### src/rtl/clock_pkg.sv
// rtl/clock_pkg.sv - BCD types, limits and helpers shared by the time-of-day path.
package clock_pkg;

  typedef logic [3:0] bcd_nibble_t;
  typedef logic [7:0] bcd_byte_t;

  localparam bcd_byte_t BCD_59 = 8'h59;
  localparam bcd_byte_t BCD_23 = 8'h23;

  // Both nibbles must be decimal digits before the byte compare is meaningful
  function automatic logic bcd_valid(input bcd_byte_t v, input bcd_byte_t lim);
    return (v[7:4] <= 4'd9) && (v[3:0] <= 4'd9) && (v <= lim);
  endfunction

  function automatic bcd_byte_t to_bcd(input int v);
    return {4'(v / 10), 4'(v % 10)};
  endfunction

endpackage

### src/rtl/bcd_digit_pair.sv
// rtl/bcd_digit_pair.sv - two-digit BCD counter wrapping at MAX, with parallel load.
module bcd_digit_pair
  import clock_pkg::*;
#(
  parameter bcd_byte_t MAX = BCD_59
) (
  input  logic      CLK,
  input  logic      RST,
  input  logic      Inc,
  input  logic      Load,
  input  bcd_byte_t LoadVal,
  output bcd_byte_t Value,
  output logic      Wrap
);

  bcd_byte_t r_value;
  bcd_byte_t w_next;
  logic      w_at_max;

  assign w_at_max = (r_value == MAX);

  always_comb begin
    w_next = r_value;
    if (Load) begin
      w_next = LoadVal;
    end else if (Inc) begin
      if (w_at_max) begin
        w_next = '0;
      end else if (r_value[3:0] == 4'd9) begin
        w_next = {r_value[7:4] + 4'd1, 4'd0};
      end else begin
        w_next = {r_value[7:4], r_value[3:0] + 4'd1};
      end
    end
  end

  always_ff @(posedge CLK or negedge RST) begin
    if (!RST) begin
      r_value <= '0;
    end else begin
      r_value <= w_next;
    end
  end

  assign Value = r_value;
  // Carry-out is combinational so the next stage advances on the same edge
  assign Wrap  = Inc && !Load && w_at_max;

endmodule

### src/rtl/clock_counter_24h.sv
// rtl/clock_counter_24h.sv - 24-hour BCD time-of-day counter with validated load and pause.
module clock_counter_24h
  import clock_pkg::*;
#(
  parameter int MAX_HOUR   = 23,
  parameter int MAX_MINSEC = 59
) (
  input  logic       CLK,
  input  logic       RST,
  input  logic       Tick,
  input  logic       Pause,
  input  logic       Load,
  input  logic [7:0] SetH,
  input  logic [7:0] SetM,
  input  logic [7:0] SetS,
  output logic [7:0] Hours,
  output logic [7:0] Minutes,
  output logic [7:0] Seconds,
  output logic       MinTick,
  output logic       DayTick,
  output logic       LoadErr
);

  localparam bcd_byte_t LIM_H  = to_bcd(MAX_HOUR);
  localparam bcd_byte_t LIM_MS = to_bcd(MAX_MINSEC);

  logic w_set_valid;
  logic w_load_ok;
  logic w_advance;
  logic w_sec_wrap;
  logic w_min_wrap;
  logic w_hour_wrap;

  logic r_min_tick;
  logic r_day_tick;
  logic r_load_err;

  assign w_set_valid = bcd_valid(SetH, LIM_H) && bcd_valid(SetM, LIM_MS) &&
                       bcd_valid(SetS, LIM_MS);
  assign w_load_ok   = Load && w_set_valid;
  // Load outranks Pause outranks Tick; a Tick lost to a Load is simply dropped
  assign w_advance   = Tick && !Pause && !Load;

  bcd_digit_pair #(.MAX(LIM_MS)) u_sec (
    .CLK     (CLK),
    .RST     (RST),
    .Inc     (w_advance),
    .Load    (w_load_ok),
    .LoadVal (SetS),
    .Value   (Seconds),
    .Wrap    (w_sec_wrap)
  );

  bcd_digit_pair #(.MAX(LIM_MS)) u_min (
    .CLK     (CLK),
    .RST     (RST),
    .Inc     (w_sec_wrap),
    .Load    (w_load_ok),
    .LoadVal (SetM),
    .Value   (Minutes),
    .Wrap    (w_min_wrap)
  );

  bcd_digit_pair #(.MAX(LIM_H)) u_hour (
    .CLK     (CLK),
    .RST     (RST),
    .Inc     (w_min_wrap),
    .Load    (w_load_ok),
    .LoadVal (SetH),
    .Value   (Hours),
    .Wrap    (w_hour_wrap)
  );

  always_ff @(posedge CLK or negedge RST) begin
    if (!RST) begin
      r_min_tick <= 1'b0;
      r_day_tick <= 1'b0;
      r_load_err <= 1'b0;
    end else begin
      r_min_tick <= w_sec_wrap;
      r_day_tick <= w_hour_wrap;
      r_load_err <= Load && !w_set_valid;
    end
  end

  assign MinTick = r_min_tick;
  assign DayTick = r_day_tick;
  assign LoadErr = r_load_err;

endmodule

### config.mk
export PLATFORM = sky130hd
export DESIGN_NAME = clock_counter_24h
export DESIGN_NICKNAME = d
export VERILOG_FILES = /design/src/rtl/clock_pkg.sv /design/src/rtl/bcd_digit_pair.sv /design/src/rtl/clock_counter_24h.sv
export SDC_FILE = /design/constraint.sdc
export NUM_CORES = 1
export LEC_CHECK = 0
export CAP_MARGIN = 30
export CORE_UTILIZATION = 47
export DETAILED_ROUTE_END_ITERATION = 8
export PLACE_DENSITY_LB_ADDON = 0.2
export SLEW_MARGIN = 20
export SYNTH_ARGS = -nofsm -noshare
export SYNTH_HDL_FRONTEND = slang
export SYNTH_SLANG_ARGS = --single-unit
### constraint.sdc
create_clock -name CLK -period 1.97 [get_ports CLK]
set_input_delay 0.197 -clock CLK [delete_from_list [all_inputs] [get_ports CLK]]
set_output_delay 0.197 -clock CLK [all_outputs]
set_load 0.01 [all_outputs]
; ---- Yosys cells after proc, flatten, opt, wreduce, memory -nomap -nowiden
; Cells that the tools add are included.
[totals]
regBits = 27
in_bits = 29
out_inout_bits = 27
word_cells = 73
[classes]
add_sub_neg = 6
magnitude_cmp = 9
eq_ne = 6
mux = 12
n_reduce_logical = 31
[ops]
columns = operator, n
row1 = 2-to-1 mux 8 bit, 12
row2 = adder 4 x 1 -> 4 bit (second input constant), 6
row3 = <= comparator 4 bit (second input constant), 6
row4 = logical AND 1 bit, 18
row5 = == test 8 x 7 -> 1 bit (second input constant), 2
row6 = <= comparator 8 x 7 -> 1 bit (second input constant), 2
row7 = == test 4 bit (second input constant), 3
row8 = nonzero test 3 bit, 3
row9 = == test 8 x 6 -> 1 bit (second input constant), 1
row10 = <= comparator 8 x 6 -> 1 bit (second input constant), 1
row11 = AND reduction 2 bit, 3
row12 = nonzero test 2 bit, 3
row13 = zero test 1 bit, 4

; ---- Longest topological paths before layout
[logic_depth]
ltp_word = 13
depth_mapped = 7
depth_no_buf = 6

; ---- Hierarchy
; A second synthesis with hierarchy kept.
[unflattened]
cells_unflattened = 199
hier_area_um2 = 1861.8
[modules_own_cells]
columns = module, n_inst, cells_each, area_per_inst_um2, seq_area_each_um2
row1 = bcd_digit_pair (u_min ...), 2, 63, 575.6, 200.2
row2 = bcd_digit_pair (u_hour), 1, 60, 565.5, 200.2
row3 = clock_counter_24h, 1, 13, 145.1, 75.1

; ---- Least setup slack after synthesis
; OpenSTA, ideal clock, no wires.
[synth_path]
path_type = reg2reg
from = register u_sec.r_value[1] (netlist: u_sec.Value[1])
to = register u_hour.r_value[4] (netlist: u_hour.Value[4])
setup_ps = 95
t_arrival_ps = 1686
t_required_ps = 1875
path_slack_ps = 188
stages_incl_launch_ff = 7
synth_period_minus_slack_ps = 1782
path_cell_list = dfrtp_1 -> inv_1 -> ha_1 -> nand3b_1 -> nor4_4 -> a31oi_1 -> o31ai_1
[synth_via]
elab_chain_cells = 6
[synth_rtl]
columns = item, line
row1 = "start, declared", bcd_digit_pair.sv:16  ; bcd_byte_t r_value;
row2 = "start signal, assigned", bcd_digit_pair.sv:41  ; r_value <= w_next;
row3 = == test 8 x 7 -> 1 bit, bcd_digit_pair.sv:20  ; assign w_at_max = (r_value == MAX);
row4 = logical AND 1 bit (3 in a row), bcd_digit_pair.sv:47  ; assign Wrap = Inc && !Load && w_at_max;
row5 = nonzero test 2 bit (no source line), n/a
row6 = AND reduction 2 bit (no source line), n/a
row7 = "end signal, assigned", bcd_digit_pair.sv:41
row8 = "end, declared", bcd_digit_pair.sv:16
; Every way passes these cells.
; A chain may end at the register's enable or synchronous reset.

; ---- Final worst setup path
[layout_path]
from = register u_min.r_value[1] (netlist: u_min.Value[1])
to = register u_hour.r_value[5] (netlist: u_hour.Value[5])
[layout_via]
elab_chain_cells = 4
[layout_rtl]
columns = item, line
row1 = "start, declared", bcd_digit_pair.sv:16
row2 = "start signal, assigned", bcd_digit_pair.sv:41
row3 = == test 8 x 7 -> 1 bit, bcd_digit_pair.sv:20
row4 = logical AND 1 bit, bcd_digit_pair.sv:47
row5 = nonzero test 2 bit (no source line), n/a
row6 = AND reduction 2 bit (no source line), n/a
; Every way passes these cells.

==> results.cfg <==
[final_layout]
stdcell_area_um2 = 2670
area_growth_pct = 45.9
final_util_pct = 72.4
finalNetCount = 315
layout-drive-gt1-share_pct = 15.8
instances_no_fill = 321
fill_cells = 324
antennaDiodeCount = 0

[cts]
cts_hold_buf = 0
cts_buffers = 3
path_clk_slew_ns = 0.11
clk_latency_ns = 0.28
cts_tree = yes
clock_sinks = 27
htree_levels = 1
post_cts_buffers = 0
cts-root-buf = clkbuf_8
ctsResizeCount = 0
clk_path_buf_depth = 2

[synthesis]
async_flop_share_pct = 100
synth_area_um2 = 1830
synth-seq-cells = 27
yosysTopAreaCell = dfrtp_1
synth_edf_count = 0
synth.distinct_cells = 40
synth_top_area_share_pct = 36.9
synth.avg_cell_area_um2 = 9.39
ys_top_cells_by_area = dfrtp_1, ha_1, nand4_1, mux2_2, o21ai_0
synth_common_cells = dfrtp_1, nor2_1, nand4_1, o21ai_0, ha_1
synth_ff_type = dfrtp_1
syn_inst = 195
syn-num-nets = 236
synth_most_common_cell = dfrtp_1
seq_area_frac_synth_pct = 36.9
yosys_warnings = 0

[global_routing]
antenna_found_initial = 0
grt_first_pass_wirelength_um = 8460
grt_max_degree = 28
grt_pass1_vias = 1784
grt_overflow = 0
groute.usage.overall_pct = 26.2

[placed_design]
gp_congestion = 0.905
place_inst = 317
detailed_place_hpwl_um = 3770
place_area_um2 = 2610
io_buffers = 55

[drt]
dr.pass1.iters = 4
post_drt_via_cell_ratio = 5.99
drtAntennaViolNets = 0
vias = 1924
first_iter_violations = 116
drc = 0
wl_per_cell_um = 15.9
routed_wl_um = 5110

[die]
coreArea_um2 = 3690
ioPinCount = 56
core.rowCount = 22
die_h_um = 64.4
die_x_um = 64.4
dieArea_um2 = 4150
initial_core_util_pct = 49.6

[critical_path]
slowest_stage = or4_1
cpPeakStageDelay_ns = 0.46
rrSetupSlack_ns = 0.09
crit_type = flop to flop
r2r_start = u_min.Value[1]
crit_path_max_fanout = 7
required_ns = 2.18
end_kind = flop
arrival_ns = 2.09
cp-start-kind = flop
crit_chain = inv_1, ha_2, and3b_2, nand4_1, buf_4, or4_1, a31oi_1
r2r_cells = 7
worstReg2RegEnd = u_hour.Value[5]

[status]
outcome = finished clean

[pwr]
cellPowerDensity_nw_per_um2 = 659
irDropWorstVdd_v = 0.000552
p_leak_nw = 1.06

[timing]
skew_ns = 0.00785
fmax_mhz = 532
layout_worst_path_cycle_share_pct = 95.5
setup_violations = 0
min_period_ns = 1.88
hold_viol = 0
final_max_slew_viol_count = 0
rsz0062_at_grt = no
slew_headroom_pct = 62.6
worst_slew_pin_slew_ns = 0.561

[hold_path]
min-delay-path-class = primary input to asynchronous set/reset pin

[flow_run]
maxCapViolCount = 0
[per-stage QoR]
step	power (W)	hold slack [ns]	worst slack, ns	TNS [ns]
after detailed placement	0.00142	0.586	-0.119	-0.515
after global placement	0.00141	0.566	-0.0240	-0.140
after global routing	0.00187	0.317	0.00111	0
after CTS	0.00175	0.304	0.0963	0
final	0.00176	0.286	0.0891	0
after floorplan	0.00103	-0.0986	0.188	0
[critical path: cells and delay by family, from the launching register on]
kind	cells	cell delay, ns
buffers and inverters	2	0.24
AOI/OAI and AO/OA	1	0.19
DFF	1	0.39
and+or+nand+nor	3	0.80
adders and majority gates	1	0.19
[cell usage in the layout (no fill, tap or decap), types with 3 or more instances in the layout]
cell / n
o31ai_1: 5
a31oi_1: 10
nor2b_1: 3
nand4_1: 13
nor3_1: 5
mux2i_1: 6
dfrtp_1: 27
nor4_1: 9
clkdlybuf4s50_1: 55
mux2_2: 6
nand2_1: 5
buf_4: 27
o21ai_0: 13
a21oi_1: 6
nand3b_1: 7
and3b_1: 4
ha_1: 11
clkbuf_8: 3
nand4b_1: 3
inv_1: 8
nor2_1: 14
nand3_1: 8
[power breakdown]
part           leakage (nW)  total (W)  internal (W)  switching [W]
Combinational         0.689   0.000681      0.000394       0.000286
Clock                0.0217   0.000344      0.000144       0.000200
Sequential            0.347   0.000735      0.000640      0.0000946
[cells by family after synthesis]
logic type / Yosys count / share of synthesized area, %
adder cells (fa/ha/maj): 12 / 8.20
AO/OA/AOI/OAI: 47 / 16.7
buffers and inverters: 16 / 3.49
multiplexers: 12 / 6.97
flip-flops: 27 / 36.9
AND/OR/NAND/NOR: 81 / 27.7
[layer usage]
layer  part of all wire, %  track usage (%)  vias up
li1                      -                -      929
met1                    46             38.2      914
met2                    47             41.1       77
met3                   5.8             3.04        4
met4                   1.0             6.39        0
met5                     0                0        -
[flip-flops by register name (all words and copies together), names as in the netlist]
name	cells
u_hour.Value	8
u_min.Value	8
u_sec.Value	8
DayTick	1
LoadErr	1
MinTick	1
[worst max-delay path by stage]
stage,from,end,cells past startpoint
6_report,u_min.Value[1],u_hour.Value[5],7
5_1_grt,u_min.Value[1],u_hour.Value[5],7
4_1_cts,u_sec.Value[5],u_min.Value[3],6
3_5_place_dp,Load,u_min.Value[1],6
3_3_place_gp,Load,u_hour.Value[2],6
2_1_floorplan,u_sec.Value[1],u_hour.Value[4],6
[layout make-up]
| cell class | count | area (um2) | area share, % |
|---|---|---|---|
| well taps | 48 | 60.1 | 2.25 |
| multi-input cells | 152 | 1100 | 41.3 |
| inverters | 8 | 30.0 | 1.12 |
| clock buffers | 3 | 41.3 | 1.55 |
| clock inverters | 1 | 7.51 | 0.281 |
| repair buffers | 82 | 753 | 28.2 |
| flip-flops and latches | 27 | 676 | 25.3 |
Power figures use the tool's default switching activity.
